===== src/rtl/agc_cdu_driver.sv =====
//------------------------------------------------------------------------------
// agc_cdu_driver
//
// Computer-side initiator for the CDU command/pulse interface. It accepts one
// command at a time, then drives the CDU discretes (AGCCA, AGCEEC, AGCZ). It
// also drives rate-limited error-counter pulse trains on AFpPCH/AFmPCH. The
// CDU's returned +/- pulse stream (ATpPGH/ATmPGH) is integrated into a 15-bit
// angle counter.
//
// Optional feature macro: AGC_CDU_CLAMP_EN
//   When this macro is defined, a pulse magnitude above MAX_PULSES is issued as
//   MAX_PULSES, and the clamped output reports it. When it is undefined, the
//   full magnitude is issued and clamped is tied 0.
//
// Ports:
//   CLOCKH     sole clock
//   rst        synchronous active-high reset (also forces outputs low at once)
//   cmd_valid  command offered
//   cmd_ready  driver idle and able to accept
//   cmd_op     00 DRIVE, 01 COARSE, 10 ZERO, 11 NOP
//   cmd_count  signed two's-complement pulse count
//   AFpPCH     plus error-counter pulse
//   AFmPCH     minus error-counter pulse
//   AGCCA      coarse-align discrete
//   AGCEEC     error-counter-enable discrete
//   AGCZ       CDU zero discrete
//   ATpPGH     asynchronous plus pulse from CDU
//   ATmPGH     asynchronous minus pulse from CDU
//   angle      accumulated CDU angle, LSB = 360/32768 deg
//   busy       high whenever the FSM is not idle
//   done       one-cycle pulse on return to idle
//   clamped    last command was clamped (optional feature only)
//------------------------------------------------------------------------------
module agc_cdu_driver #(
  parameter int PULSE_PERIOD = 4,
  parameter int PULSE_WIDTH  = 1,
  parameter int SETUP_CYC    = 8,
  parameter int ZERO_CYC     = 16,
  parameter int MAX_PULSES   = 192
) (
  input  logic        CLOCKH,
  input  logic        rst,
  input  logic        cmd_valid,
  output logic        cmd_ready,
  input  logic [1:0]  cmd_op,
  input  logic [14:0] cmd_count,
  output logic        AFpPCH,
  output logic        AFmPCH,
  output logic        AGCCA,
  output logic        AGCEEC,
  output logic        AGCZ,
  input  logic        ATpPGH,
  input  logic        ATmPGH,
  output logic [14:0] angle,
  output logic        busy,
  output logic        done,
  output logic        clamped
);

  localparam logic [1:0] OP_DRIVE  = 2'b00;
  localparam logic [1:0] OP_COARSE = 2'b01;
  localparam logic [1:0] OP_ZERO   = 2'b10;

  // Every timed state loads (length - 1) and leaves when the counter hits 0.
  localparam logic [15:0] SETUP_LOAD = 16'(SETUP_CYC - 1);
  localparam logic [15:0] ZERO_LOAD  = 16'(ZERO_CYC - 1);
  localparam logic [15:0] HI_LOAD    = 16'(PULSE_WIDTH - 1);
  localparam logic [15:0] LO_LOAD    = 16'(PULSE_PERIOD - PULSE_WIDTH - 1);

  typedef enum logic [2:0] {
    IDLE,
    SETUP,
    PULSE_HI,
    PULSE_LO,
    HOLD,
    ZERO
  } state_t;

  state_t      state;
  logic [15:0] cnt_reg;
  logic [14:0] mag_reg;      // pulses still to be started
  logic        neg_reg;
  logic        afp_reg;
  logic        afm_reg;
  logic        agcca_reg;
  logic        agceec_reg;
  logic        agcz_reg;
  logic        busy_reg;
  logic        done_reg;
  logic [14:0] angle_reg;

  logic        accept;
  logic [14:0] cmd_mag;
  logic [14:0] issue_mag;
  logic        is_drive;

  assign cmd_ready = (state == IDLE) && !rst;
  assign accept    = cmd_valid && cmd_ready;
  assign is_drive  = (cmd_op == OP_DRIVE) || (cmd_op == OP_COARSE);

  // |count|; the most negative value -16384 maps to 16384, which still fits.
  assign cmd_mag = cmd_count[14] ? (~cmd_count + 15'd1) : cmd_count;

`ifdef AGC_CDU_CLAMP_EN
  localparam logic [14:0] MAX_MAG = 15'(MAX_PULSES);
  logic clamped_reg;

  assign issue_mag = (cmd_mag > MAX_MAG) ? MAX_MAG : cmd_mag;

  // Clamped reflects only the most recently accepted command.
  always_ff @(posedge CLOCKH) begin
    if (rst) begin
      clamped_reg <= 1'b0;
    end else if (accept) begin
      clamped_reg <= is_drive && (cmd_mag > MAX_MAG);
    end
  end

  assign clamped = clamped_reg && !rst;
`else
  assign issue_mag = cmd_mag;
  assign clamped   = 1'b0;
`endif

  //----------------------------------------------------------------------------
  // Command FSM
  //----------------------------------------------------------------------------
  always_ff @(posedge CLOCKH) begin
    if (rst) begin
      state      <= IDLE;
      cnt_reg    <= '0;
      mag_reg    <= '0;
      neg_reg    <= 1'b0;
      afp_reg    <= 1'b0;
      afm_reg    <= 1'b0;
      agcca_reg  <= 1'b0;
      agceec_reg <= 1'b0;
      agcz_reg   <= 1'b0;
      busy_reg   <= 1'b0;
      done_reg   <= 1'b0;
    end else begin
      done_reg <= 1'b0;
      case (state)
        IDLE: begin
          if (accept) begin
            busy_reg <= 1'b1;
            if (is_drive) begin
              state      <= SETUP;
              cnt_reg    <= SETUP_LOAD;
              agceec_reg <= 1'b1;
              agcca_reg  <= (cmd_op == OP_COARSE);
              neg_reg    <= cmd_count[14];
              mag_reg    <= issue_mag;
            end else if (cmd_op == OP_ZERO) begin
              state    <= ZERO;
              cnt_reg  <= ZERO_LOAD;
              agcz_reg <= 1'b1;
            end else begin
              // NOP: a single busy cycle through HOLD with no discretes set.
              state   <= HOLD;
              cnt_reg <= '0;
            end
          end
        end

        SETUP: begin
          if (cnt_reg == '0) begin
            if (mag_reg == '0) begin
              state   <= HOLD;
              cnt_reg <= SETUP_LOAD;
            end else begin
              state   <= PULSE_HI;
              cnt_reg <= HI_LOAD;
              mag_reg <= mag_reg - 15'd1;
              afp_reg <= !neg_reg;
              afm_reg <= neg_reg;
            end
          end else begin
            cnt_reg <= cnt_reg - 16'd1;
          end
        end

        PULSE_HI: begin
          if (cnt_reg == '0) begin
            state   <= PULSE_LO;
            cnt_reg <= LO_LOAD;
            afp_reg <= 1'b0;
            afm_reg <= 1'b0;
          end else begin
            cnt_reg <= cnt_reg - 16'd1;
          end
        end

        PULSE_LO: begin
          // The low part of the last pulse period completes before HOLD.
          if (cnt_reg == '0) begin
            if (mag_reg == '0) begin
              state   <= HOLD;
              cnt_reg <= SETUP_LOAD;
            end else begin
              state   <= PULSE_HI;
              cnt_reg <= HI_LOAD;
              mag_reg <= mag_reg - 15'd1;
              afp_reg <= !neg_reg;
              afm_reg <= neg_reg;
            end
          end else begin
            cnt_reg <= cnt_reg - 16'd1;
          end
        end

        HOLD: begin
          if (cnt_reg == '0) begin
            state      <= IDLE;
            agceec_reg <= 1'b0;
            agcca_reg  <= 1'b0;
            busy_reg   <= 1'b0;
            done_reg   <= 1'b1;
          end else begin
            cnt_reg <= cnt_reg - 16'd1;
          end
        end

        ZERO: begin
          if (cnt_reg == '0) begin
            state    <= IDLE;
            agcz_reg <= 1'b0;
            busy_reg <= 1'b0;
            done_reg <= 1'b1;
          end else begin
            cnt_reg <= cnt_reg - 16'd1;
          end
        end

        default: begin
          state <= IDLE;
        end
      endcase
    end
  end

  //----------------------------------------------------------------------------
  // Return path: 2-flop synchronizers, rising-edge detect, up/down counter.
  //----------------------------------------------------------------------------
  logic [1:0] p_sync;
  logic [1:0] m_sync;
  logic       p_prev;
  logic       m_prev;
  logic       p_rise;
  logic       m_rise;
  logic       zero_hold;

  assign p_rise = p_sync[1] && !p_prev;
  assign m_rise = m_sync[1] && !m_prev;

  // The zero window covers the accept cycle as well, so angle reads 0 on
  // every cycle in which AGCZ is high.
  assign zero_hold = (state == ZERO) || (accept && (cmd_op == OP_ZERO));

  always_ff @(posedge CLOCKH) begin
    if (rst) begin
      p_sync    <= '0;
      m_sync    <= '0;
      p_prev    <= 1'b0;
      m_prev    <= 1'b0;
      angle_reg <= '0;
    end else begin
      p_sync <= {p_sync[0], ATpPGH};
      m_sync <= {m_sync[0], ATmPGH};
      p_prev <= p_sync[1];
      m_prev <= m_sync[1];
      if (zero_hold) begin
        angle_reg <= '0;
      end else if (p_rise && !m_rise) begin
        angle_reg <= angle_reg + 15'd1;
      end else if (m_rise && !p_rise) begin
        angle_reg <= angle_reg - 15'd1;
      end
    end
  end

  // Reset aborts in the same cycle: outputs are masked while rst is high.
  assign AFpPCH = afp_reg && !rst;
  assign AFmPCH = afm_reg && !rst;
  assign AGCCA  = agcca_reg && !rst;
  assign AGCEEC = agceec_reg && !rst;
  assign AGCZ   = agcz_reg && !rst;
  assign busy   = busy_reg && !rst;
  assign done   = done_reg && !rst;
  assign angle  = rst ? 15'd0 : angle_reg;

endmodule

===== config.mk =====
export PLATFORM = sky130hd
export DESIGN_NAME = agc_cdu_driver
export DESIGN_NICKNAME = d
export VERILOG_FILES = /design/src/rtl/agc_cdu_driver.sv
export SDC_FILE = /design/constraint.sdc
export NUM_CORES = 1
export LEC_CHECK = 0
export BUFFER_PORTS_ARGS = -buffer_cell sky130_fd_sc_hd__buf_4
export CORE_MARGIN = 2
export CORE_UTILIZATION = 64
export CTS_CLUSTER_DIAMETER = 30
export DETAILED_ROUTE_END_ITERATION = 10
export PLACE_DENSITY = 0.86
export SYNTH_ARGS = -nofsm -noshare
export SYNTH_HDL_FRONTEND = slang
export SYNTH_SLANG_ARGS = --single-unit

===== constraint.sdc =====
create_clock -name CLOCKH -period 7.2 [get_ports CLOCKH]
set_input_delay 0.72 -clock CLOCKH [delete_from_list [all_inputs] [get_ports CLOCKH]]
set_output_delay 0.72 -clock CLOCKH [all_outputs]
set_load 0.02 [all_outputs]

Word-level counts from Yosys, hierarchy flattened
Index checks and enable logic that the tools add are counted.
{"block": "op_classes", "n_addsub": 5, "n_eq_ne": 18, "mux": 45, "n_bitwise": 2, "n_reduce_logical": 45}
{"cell": "15-bit 2-to-1 mux", "n": 8}
{"cell": "16-bit 2-to-1 mux", "n": 4}
{"cell": "16-bit one-hot mux with 4 select lines", "n": 1}
{"cell": "15-bit by 1-bit adder with 15-bit output (second input constant)", "n": 2}
{"cell": "15-bit one-hot mux with 2 select lines", "n": 1}
{"cell": "15-bit by 1-bit subtractor with 15-bit output (second input constant)", "n": 2}
{"cell": "3-bit 2-to-1 mux", "n": 7}
{"cell": "16-bit zero test", "n": 1}
{"cell": "2-bit != test (second input constant)", "n": 8}
{"cell": "16-bit by 1-bit subtractor with 16-bit output (second input constant)", "n": 1}
{"cell": "15-bit zero test", "n": 1}
{"cell": "1-bit 2-to-1 mux", "n": 15}
{"cell": "15-bit NOT", "n": 1}
{"cell": "1-bit logical AND", "n": 14}
{"cell": "1-bit one-hot mux with 2 select lines", "n": 6}
{"cell": "3-bit one-hot mux with 4 select lines", "n": 1}
{"cell": "4-bit AND reduction", "n": 3}
{"cell": "2-bit nonzero test", "n": 6}
{"cell": "5-bit AND reduction", "n": 2}
{"cell": "3-bit AND reduction", "n": 3}
{"cell": "4-bit 2-to-1 mux", "n": 2}
{"cell": "2-bit OR reduction", "n": 4}
{"cell": "3-bit by 2-bit == test with 1-bit output (second input constant)", "n": 2}
{"cell": "3-bit == test (second input constant)", "n": 2}
{"cell": "10 further kinds", "n": 18}
{"block": "totals", "regBits": 63, "inputBits": 22}

Longest topological paths before layout
Gate-level depths: netlist (run 1).
{"block": "logic_depth", "word_depth": 6, "ltp_mapped": 10, "depth_no_buf": 10}

Worst setup path before layout (run 1)
Ideal clock, no wire load.
{"block": "synth_path", "path_kind": "register to register", "start": "reg p_sync[1]", "end": "reg angle_reg[11]", "setup_time_ns": 0.120, "t_arrival_ns": 2.513, "slack_ns": 4.568, "path_stages_with_launch": 11, "path_cell_list": "dfxtp_1 > nor2b_1 > ha_1 > inv_1 > ha_1 > a211oi_1 > o21bai_1 > a221o_1 > a221oi_1 > nor4_1 > a211o_1"}
{"block": "synth_via", "elab_chain_len": 4}
{"element": "start: declaration", "line": "245", "rtl": "logic [1:0] p_sync;"}
{"element": "start signal: assignment", "line": "268", "rtl": "p_sync <= {p_sync[0], ATpPGH};"}
{"element": "1-bit logical AND (*)", "line": "253", "rtl": "assign p_rise = p_sync[1] && !p_prev;"}
{"element": "1-bit zero test", "line": "276", "rtl": "end else if (m_rise && !p_rise) begin"}
{"element": "1-bit logical AND", "line": "276"}
{"element": "2-bit nonzero test (no source line)"}
{"element": "end signal: assignment", "line": "275", "rtl": "angle_reg <= angle_reg + 15'd1;"}
{"element": "end signal: assignment", "line": "277", "rtl": "angle_reg <= angle_reg - 15'd1;"}
{"element": "end: declaration", "line": "90", "rtl": "logic [14:0] angle_reg;"}
Mark *: on every way between the ends. The rest lies on a longest branch, timed or not.
A chain may end at the register's enable or synchronous reset.

Final worst setup path (run 1)
Ends and elaborated chain as after synthesis.

==> reports/results.ini, run 1 <==
[status]
outcome = finished clean

[timing]
final_max_slew_viol_count = 0
fin_setup_tns_ps = 0
fin_crit_ps = 3100
worstMarginPinSlew_ps = 1160
finalClockSkew_ps = 6.94
fmax_mhz = 323
rsz0062_at_grt = false
hold_violations = 0
setup_viol = 0
post-route-period-util_pct = 43.0
slew_headroom_pct = 22.5

[floorplanning]
rows = 29
io-pin-count = 46
die_h_um = 85.5
dieWidth_um = 85.5
core-area_um2 = 6390
initial_core_util_pct = 66.5
die-area_um2 = 7310

[setup_path]
r2r_cells = 10
cp_slowest_cell = inv_1
setup.worst_path.start_class = register
r2r_slack_ps = 4100
reg2reg_to = angle_reg[11]
worst_setup_path_end_kind = register
slowest_delay_ps = 410
crit_chain = nor2b_1 -> ha_1 -> inv_1 -> ha_1 -> a211oi_1 -> o21bai_1 -> a221o_1 -> a221oi_1 -> nor4_1 -> a211o_1
r2r-start = p_sync[1]
crit_required_ps = 7440
crit_path_max_fanout = 15
cp_data_arrival_time_ps = 3340
critPathKind = reg -> reg
crit_top_cell = ha_1

[synthesis]
synthArstFlopShare_pct = 0
synth.area.top_cells = dfxtp_1 (30%), ha_1 (5.3%), a21oi_1 (5.2%), o21ai_0 (4.9%), nor2_1 (4.8%)
yosys.cell_count.top_type = dfxtp_1
synth_edf_count = 0
syn_inst = 550
synth_top_area_cell = dfxtp_1
synth_seq_cells = 63
ys_seq_area_share_pct = 29.7
synth_top_cell_area_share_pct = 29.7
synth_flop_cell = dfxtp_1
ys_types = 66
syn_area_per_cell_um2 = 7.72
synthTopCellsByCount = dfxtp_1 (63), nor2_1 (54), nand2_1 (52)
netlist_area_um2 = 4250
yosys_warnings = 0
synth_fp_nets = 591

[finish]
diodes = 0
syn_to_final_growth_pct = 12.4
largest_reg_flops = 16
drive_above_1_share_pct = 13.7
fin_nets = 620
final_util_pct = 74.8
fillers = 498

[clocking]
cts_tree = done
path_clk_slew_ps = 70
htreeDepth = 3
postCtsSetupRepairBufs = 0
cts.sinks = 63
cts_buffers = 9
cts_max_path_buffers = 2
cts_resized = 0
ctsHoldBuffers = 0
worstSkewPairLatency_ps = 350
cts-root-buf = clkbuf_8

[drt]
antenna_left = 0
drt-total-wl_mm = 10.5
via_count = 4197
dr.pass1.iters = 5
drc_errors = 0
viasPerCell = 6.35
wl_per_cell_um = 15.9
drt-initial-drc-count = 287

[global_route]
antenna_found_initial = 0
grt_pass1_wl_mm = 17.8
grt_pass1_vias = 3854
grt_start_max_net_pins = 64
overflow = 0
grt_usage_pct = 29.9

[placement]
port_buffers = 44
gp_congestion = 0.904
hpwlAfterDp_mm = 7.23

[power_and_ir_drop]
leakagePower_nw = 1.97
p_per_area_nw_per_um2 = 373
ir_drop_v = 0.000402

[worst_hold_path]
min_delay_path_depth = 1
hold_start = m_sync[0]
hp-class = reg -> reg
hold_end = m_sync[1]

[run]
max-cap-violations = 0

[final cells by class]
| cell class | instances | area (um^2) | share of cell area, % |
|---|---|---|---|
| Inverter | 20 | 75.1 | 1.57 |
| Clock inverter | 5 | 56.3 | 1.18 |
| Multi-Input combinational cell | 439 | 2790 | 58.4 |
| Tap cell | 77 | 96.3 | 2.02 |
| Sequential cell | 63 | 1260 | 26.4 |
| Clock buffer | 11 | 151 | 3.17 |
| Timing Repair Buffer | 46 | 345 | 7.23 |
[through the flow]
stage	setup WS, ps	hold slack (ps)	total power [mW]	instance area [um^2]	cells
after floorplan	4570	414	1.24	4250	550
after global placement	4350	429	1.41	4570	645
after detailed placement	4220	430	1.44	4570	645
after CTS	4160	447	1.76	4770	661
after global routing	3940	460	1.91	4770	661
final	4100	449	1.78	4770	661
[layer usage]
layer / part of all wire, % / GRT usage (%) / up-vias
met1: 43 / 39.4 / 1942
met4: 1.2 / 8.37 / 0
met3: 7.9 / 7.68 / 15
li1: - / - / 2051
met5: 0 / 0 / -
met2: 48 / 48.5 / 189
[cells in the final DEF (no fill, tap or decap), types with 17 or more instances in the layout]
master    n
nor3_1   18
dfxtp_1  63
inv_1    20
nor2b_1  30
ha_1     18
o21ai_0  42
nor2_1   54
xor2_1   17
a21oi_1  44
nand2_1  52
buf_4    46
[critical path: cells and delay by family, from the launching register on]
| kind | cells | cell delay, ps |
|---|---|---|
| AO/OA/AOI/OAI | 5 | 1500 |
| adder cells (fa/ha/maj) | 2 | 550 |
| buffers and inverters | 1 | 410 |
| flip-flops | 1 | 320 |
| AND/OR/NAND/NOR | 2 | 220 |
[cells by family after synthesis]
group / count (synthesis) / synth area share [%]
simple gates: 223 / 27.6
compound gates: 163 / 25.0
flops: 63 / 29.7
buf+inv: 48 / 4.65
xor+xnor: 28 / 5.77
fa+ha+maj: 19 / 5.77
mux: 5 / 1.41
other cells: 1 / 0.0883
[how the worst max path moves through the flow]
stage                     startpoint  slack (ps)            end
after global routing       p_sync[1]        3940  angle_reg[11]
final                      p_sync[1]        4100  angle_reg[11]
after floorplan            p_sync[1]        4570  angle_reg[11]
after CTS                  p_sync[1]        4160  angle_reg[11]
after global placement     p_sync[1]        4350  angle_reg[11]
after detailed placement   p_sync[1]        4220  angle_reg[11]
[where the power goes]
group          total [mW]  internal [mW]  switching, mW
Clock               0.321          0.178          0.143
Combinational       0.950          0.374          0.576
Sequential          0.509          0.421         0.0887
Power figures use the tool's default switching activity.
==> inputs of run 2 (changes only) <==
--- a/config.mk
+++ b/config.mk
@@ -7,10 +7,10 @@
 export LEC_CHECK = 0
 export BUFFER_PORTS_ARGS = -buffer_cell sky130_fd_sc_hd__buf_4
 export CORE_MARGIN = 2
-export CORE_UTILIZATION = 64
+export CORE_UTILIZATION = 59
 export CTS_CLUSTER_DIAMETER = 30
 export DETAILED_ROUTE_END_ITERATION = 10
-export PLACE_DENSITY = 0.86
+export PLACE_DENSITY = 0.8
 export SYNTH_ARGS = -nofsm -noshare
 export SYNTH_HDL_FRONTEND = slang
 export SYNTH_SLANG_ARGS = --single-unit
==> constraint.sdc (replaced) <==
create_clock -name CLOCKH -period 3 [get_ports CLOCKH]
set_input_delay 0.3 -clock CLOCKH [delete_from_list [all_inputs] [get_ports CLOCKH]]
set_output_delay 0.3 -clock CLOCKH [all_outputs]
set_load 0.02 [all_outputs]
==> reports/results.ini, run 2 (same netlist as run 1, synthesis figures left out) <==
[placement]
placed_area_um2 = 4670
gp_congestion = 0.906
port_buffers = 44
hpwlAfterDp_mm = 7.57
dp_worst_setup_slack_ps = 240

[setup_path]
crit_family = compound AO/OA/AOI/OAI gates
r2r-start = p_sync[1]
slowest_delay_ps = 450
r2r_cells = 11
cp_slowest_cell = a211oi_1
cp_data_arrival_time_ps = 3100
critPathKind = reg -> reg
crit_path_max_fanout = 11
crit_chain = nor2b_1 -> ha_1 -> inv_1 -> buf_4 -> ha_1 -> a21o_1 -> a31oi_1 -> a211oi_1 -> o211ai_1 -> a2111o_1 -> nand3_1
crit_top_cell = ha_1
r2r_slack_ps = 200
setup.worst_path.start_class = register
reg2reg_to = angle_reg[12]
worst_setup_path_end_kind = register
crit_required_ps = 3290
cp_num_buf_inv = 2

[floorplanning]
dieWidth_um = 88.9
core-area_um2 = 6870
die-area_um2 = 7890
initial_core_util_pct = 61.8
io-pin-count = 46
rows = 30
die_h_um = 88.9

[clocking]
cts_buffers = 9
cts-root-buf = clkbuf_8
cts_tree = done
cts.sinks = 63
cts_resized = 0
htreeDepth = 3
worstSkewPairLatency_ps = 350
path_clk_slew_ps = 70
ctsHoldBuffers = 0
postCtsSetupRepairBufs = 0
cts_max_path_buffers = 2

[timing]
setup_viol = 0
fmax_mhz = 357
rsz0062_at_grt = false
slew_headroom_pct = 50.1
worstMarginPinSlew_ps = 741
final_max_slew_viol_count = 0
finalClockSkew_ps = 8.85
hold_violations = 0
fin_crit_ps = 2800
post-route-period-util_pct = 93.5
fin_hold_ws_ps = 162
worst_slack_ps = 195
fin_setup_tns_ps = 0

[finish]
largest_reg_flops = 16
multi_input_area_um2 = 2790
final_cell_mix = dfxtp_1 (63), buf_4 (57), nor2_1 (54)
seq_area_um2 = 1260
finish.instance_area_um2 = 4840
drive_above_1_share_pct = 15.0
fillers = 626
final_util_pct = 70.4
fin_nets = 631
syn_to_final_growth_pct = 13.9
diodes = 0
final_common_cell = dfxtp_1

[global_route]
grt_usage_pct = 28.5
grt_pass1_vias = 3873
antenna_found_initial = 0
overflow = 0
grt_pass1_wl_mm = 17.9
grt_start_max_net_pins = 64

[power_and_ir_drop]
clock_power_share_pct = 15.8
combPwrFrac_pct = 55.4
ir_drop_v = 0.000345
cell_internal_pwr_mw = 2.26
swShare_pct = 46.1
switchingPower_mw = 1.94
leakagePower_nw = 2.00
pwr-share-seq_pct = 28.8
p_per_area_nw_per_um2 = 868

[status]
outcome = finished clean

[run]
max-cap-violations = 0

[worst_hold_path]
min_delay_path_depth = 2
hold_end = m_sync[0]
hp-class = in -> reg
hold_start = ATmPGH

[drt]
drt-initial-drc-count = 312
dr.pass1.iters = 5
via_count = 4194
wl_per_cell_um = 15.4
drt-total-wl_mm = 10.6
antenna_left = 0
viasPerCell = 6.08
drc_errors = 0

==> run 2: power by group through the flow <==
stage | registers, mW | clock network [mW] | logic, mW
final | 1.21 | 0.662 | 2.33
after global routing | 1.23 | 0.704 | 2.57
after CTS | 1.20 | 0.667 | 2.29
after detailed placement | 1.22 | 0 | 2.27
after global placement | 1.21 | 0 | 2.21
after floorplan | 1.16 | 0 | 1.82
==> run 2: cell type report <==
| cell class | instances | share of cell area [%] |
|---|---|---|
| clock buffers | 11 | 2.92 |
| clock inverters | 4 | 0.466 |
| inverters | 20 | 1.55 |
| multi-input cells | 439 | 57.7 |
| flip-flops and latches | 63 | 26.1 |
| well taps | 96 | 2.48 |
| repair buffers | 57 | 8.85 |
==> run 2: routing by layer <==
layer	vias up	share of wire (%)	GRT usage [%]
li1	2077	-	-
met1	1961	46	38.8
met2	145	48	46.1
met3	11	5.5	5.32
met4	0	0.80	8.13
met5	-	0	0
==> run 2: worst max-delay path by stage <==
stage	depth (start not counted)	end	slack (ps)	from
after floorplan	10	angle_reg[11]	370	p_sync[1]
after global placement	11	angle_reg[12]	380	p_sync[1]
after detailed placement	11	angle_reg[12]	240	p_sync[1]
after CTS	11	angle_reg[12]	220	p_sync[1]
after global routing	11	angle_reg[12]	20	p_sync[1]
final	11	angle_reg[12]	200	p_sync[1]
==> run 2: stage by stage <==
stage	power, mW	instances
floorplan	2.99	550
global placement	3.42	675
detailed placement	3.49	675
CTS	4.16	690
global route	4.50	690
finish	4.20	690
==> inputs of run 3 (changes only) <==
--- a/config.mk
+++ b/config.mk
@@ -5,12 +5,14 @@
 export SDC_FILE = /design/constraint.sdc
 export NUM_CORES = 1
 export LEC_CHECK = 0
+export ABC_AREA = 1
 export BUFFER_PORTS_ARGS = -buffer_cell sky130_fd_sc_hd__buf_4
 export CORE_MARGIN = 2
-export CORE_UTILIZATION = 59
+export CORE_UTILIZATION = 60
 export CTS_CLUSTER_DIAMETER = 30
 export DETAILED_ROUTE_END_ITERATION = 10
-export PLACE_DENSITY = 0.8
+export PLACE_DENSITY = 0.81
+export SLEW_MARGIN = 20
 export SYNTH_ARGS = -nofsm -noshare
 export SYNTH_HDL_FRONTEND = slang
 export SYNTH_SLANG_ARGS = --single-unit
==> reports/results.ini, run 3 <==
[finish]
syn_to_final_growth_pct = 12.3
seq_area_um2 = 1260
diodes = 0
final_common_cell = nand2_1
multi_input_area_um2 = 2770
drive_above_1_share_pct = 11.4
fillers = 687
largest_reg_flops = 16
fin_nets = 818
final_cell_mix = nand2_1 (167), nor2_1 (119), inv_1 (103)
final_util_pct = 69.8

[floorplanning]
io-pin-count = 46
initial_core_util_pct = 62.1
rows = 31
die_h_um = 90.9
core-area_um2 = 7290
dieWidth_um = 90.9
die-area_um2 = 8260

[drt]
drt-total-wl_mm = 10.8
dr.pass1.iters = 6
top_layer = met4
viasPerCell = 5.44
antenna_left = 0
drc_errors = 0
wl_met3_um = 591
drt-initial-drc-count = 225
via_count = 4797
wl_per_cell_um = 12.2
wl_met1_mm = 4.61
dr_wl_met2_mm = 5.23

[synthesis]
ys_seq_area_share_pct = 27.8
ys_types = 42
synth_top_area_cell = dfxtp_1
synthTopCellsByCount = nand2_1 (167), nor2_1 (119), inv_1 (103)
yosys.cell_count.top_type = nand2_1
synth_seq_cells = 63
synth_fp_nets = 779
synth_top_cell_area_share_pct = 27.8
synthArstFlopShare_pct = 0
netlist_area_um2 = 4530
synth_edf_count = 0
syn_area_per_cell_um2 = 6.14
syn_inst = 738
synth.area.top_cells = dfxtp_1 (28%), nand2_1 (14%), nor2_1 (9.9%), inv_1 (8.5%), a21oi_1 (6.5%)
synth_flop_cell = dfxtp_1
yosys_warnings = 0

[timing]
rsz0062_at_grt = false
fin_setup_tns_ps = 0
fmax_mhz = 392
setup_viol = 0
finalClockSkew_ps = 8.72
hold_violations = 0
slew_headroom_pct = 49.1
final_max_slew_viol_count = 0
post-route-period-util_pct = 85.0
fin_crit_ps = 2550
worstMarginPinSlew_ps = 763

[clocking]
cts-root-buf = clkbuf_8
path_clk_slew_ps = 80
worstSkewPairLatency_ps = 340
cts_resized = 0
cts_buffers = 9
cts_tree = done
cts.sinks = 63
ctsHoldBuffers = 0
cts_max_path_buffers = 2
postCtsSetupRepairBufs = 0
htreeDepth = 3

[global_route]
antenna_found_initial = 0
grt_pass1_wl_mm = 18.8
grt_start_max_net_pins = 43
overflow = 0
grt_pass1_vias = 4526
grt_usage_pct = 27.1

[power_and_ir_drop]
ir_drop_v = 0.000676
leakagePower_nw = 2.51
p_per_area_nw_per_um2 = 1100

[setup_path]
worst_setup_path_end_kind = register
crit_required_ps = 3240
cp_data_arrival_time_ps = 2790
setup.worst_path.start_class = register
crit_path_max_fanout = 14
critPathKind = reg -> reg

[status]
outcome = finished clean

[placement]
port_buffers = 44
gp_congestion = 0.917
hpwlAfterDp_mm = 7.97

[run]
max-cap-violations = 0

[worst_hold_path]
hp-class = in -> reg

run 3: changes by cell type after synthesis, moves of 15 or more:
cell	change
inv_1	+83
nand2_1	+115
nor2b_1	-30
nor2_1	+65
nand3_1	+35
a21oi_1	+15
run 3: per-stage QoR:
step                hold slack (ps)  total power [mW]  instances  cell area [um^2]  setup slack [ps]
floorplan                       388              4.13        738              4530               755
global placement                389              4.68        865              4900               535
detailed placement              393              4.78        865              4900               460
CTS                             163              5.56        881              5090               444
global route                    169              6.16        881              5090              71.7
finish                          167              5.60        881              5090               451
run 3: layout make-up:
class	instances	share of cell area (%)
Clock buffer	12	2.85
Clock inverter	4	0.885
Inverter	107	7.89
Multi-Input combinational cell	551	54.5
Sequential cell	63	24.8
Tap cell	99	2.43
Timing Repair Buffer	45	6.64
run 3: cells by family after synthesis:
group / Yosys count / share of synthesized area [%]
DFF: 63 / 27.8
buffers and inverters: 124 / 10.9
xor gates and xnor gates: 20 / 3.87
AOI/OAI and AO/OA: 130 / 15.7
and+or+nand+nor: 380 / 36.0
adders and majority gates: 19 / 5.41
muxes: 1 / 0.221
other: 1 / 0.0828
run 3: where the power goes:
group | internal, mW | switching, mW | total [mW]
sequential | 1.11 | 0.255 | 1.36
combinational | 1.18 | 2.32 | 3.50
clock | 0.403 | 0.338 | 0.742
run 3: final timing paths:
check / startpoint / to / slack (ps) / cells past startpoint
max reg2reg: m_sync[1] / angle_reg[11] / 450 / 15
min reg2reg: p_sync[0] / p_sync[1] / 400 / 2
max: m_sync[1] / angle_reg[11] / 450 / 15
min: ATmPGH / m_sync[0] / 170 / 3
run 3: metal layers:
layer,vias up,GRT usage [%]
met5,-,0
met4,0,13.0
met3,37,4.09
met2,176,49.1
met1,2157,31.1
li1,2427,-
run 3: worst max-delay path, cell delays in order, from the launching register on:
cell and delay [ps]:
dfxtp_1 310, inv_1 40, or2_2 260, ha_1 220
inv_1 370, ha_1 380, a21oi_1 220, nor2_1 60
nor2_1 80, nand2_1 90, nand2_1 70, nand2_1 60
nand2_1 50, nand2_1 40, o21ai_0 160, inv_1 50
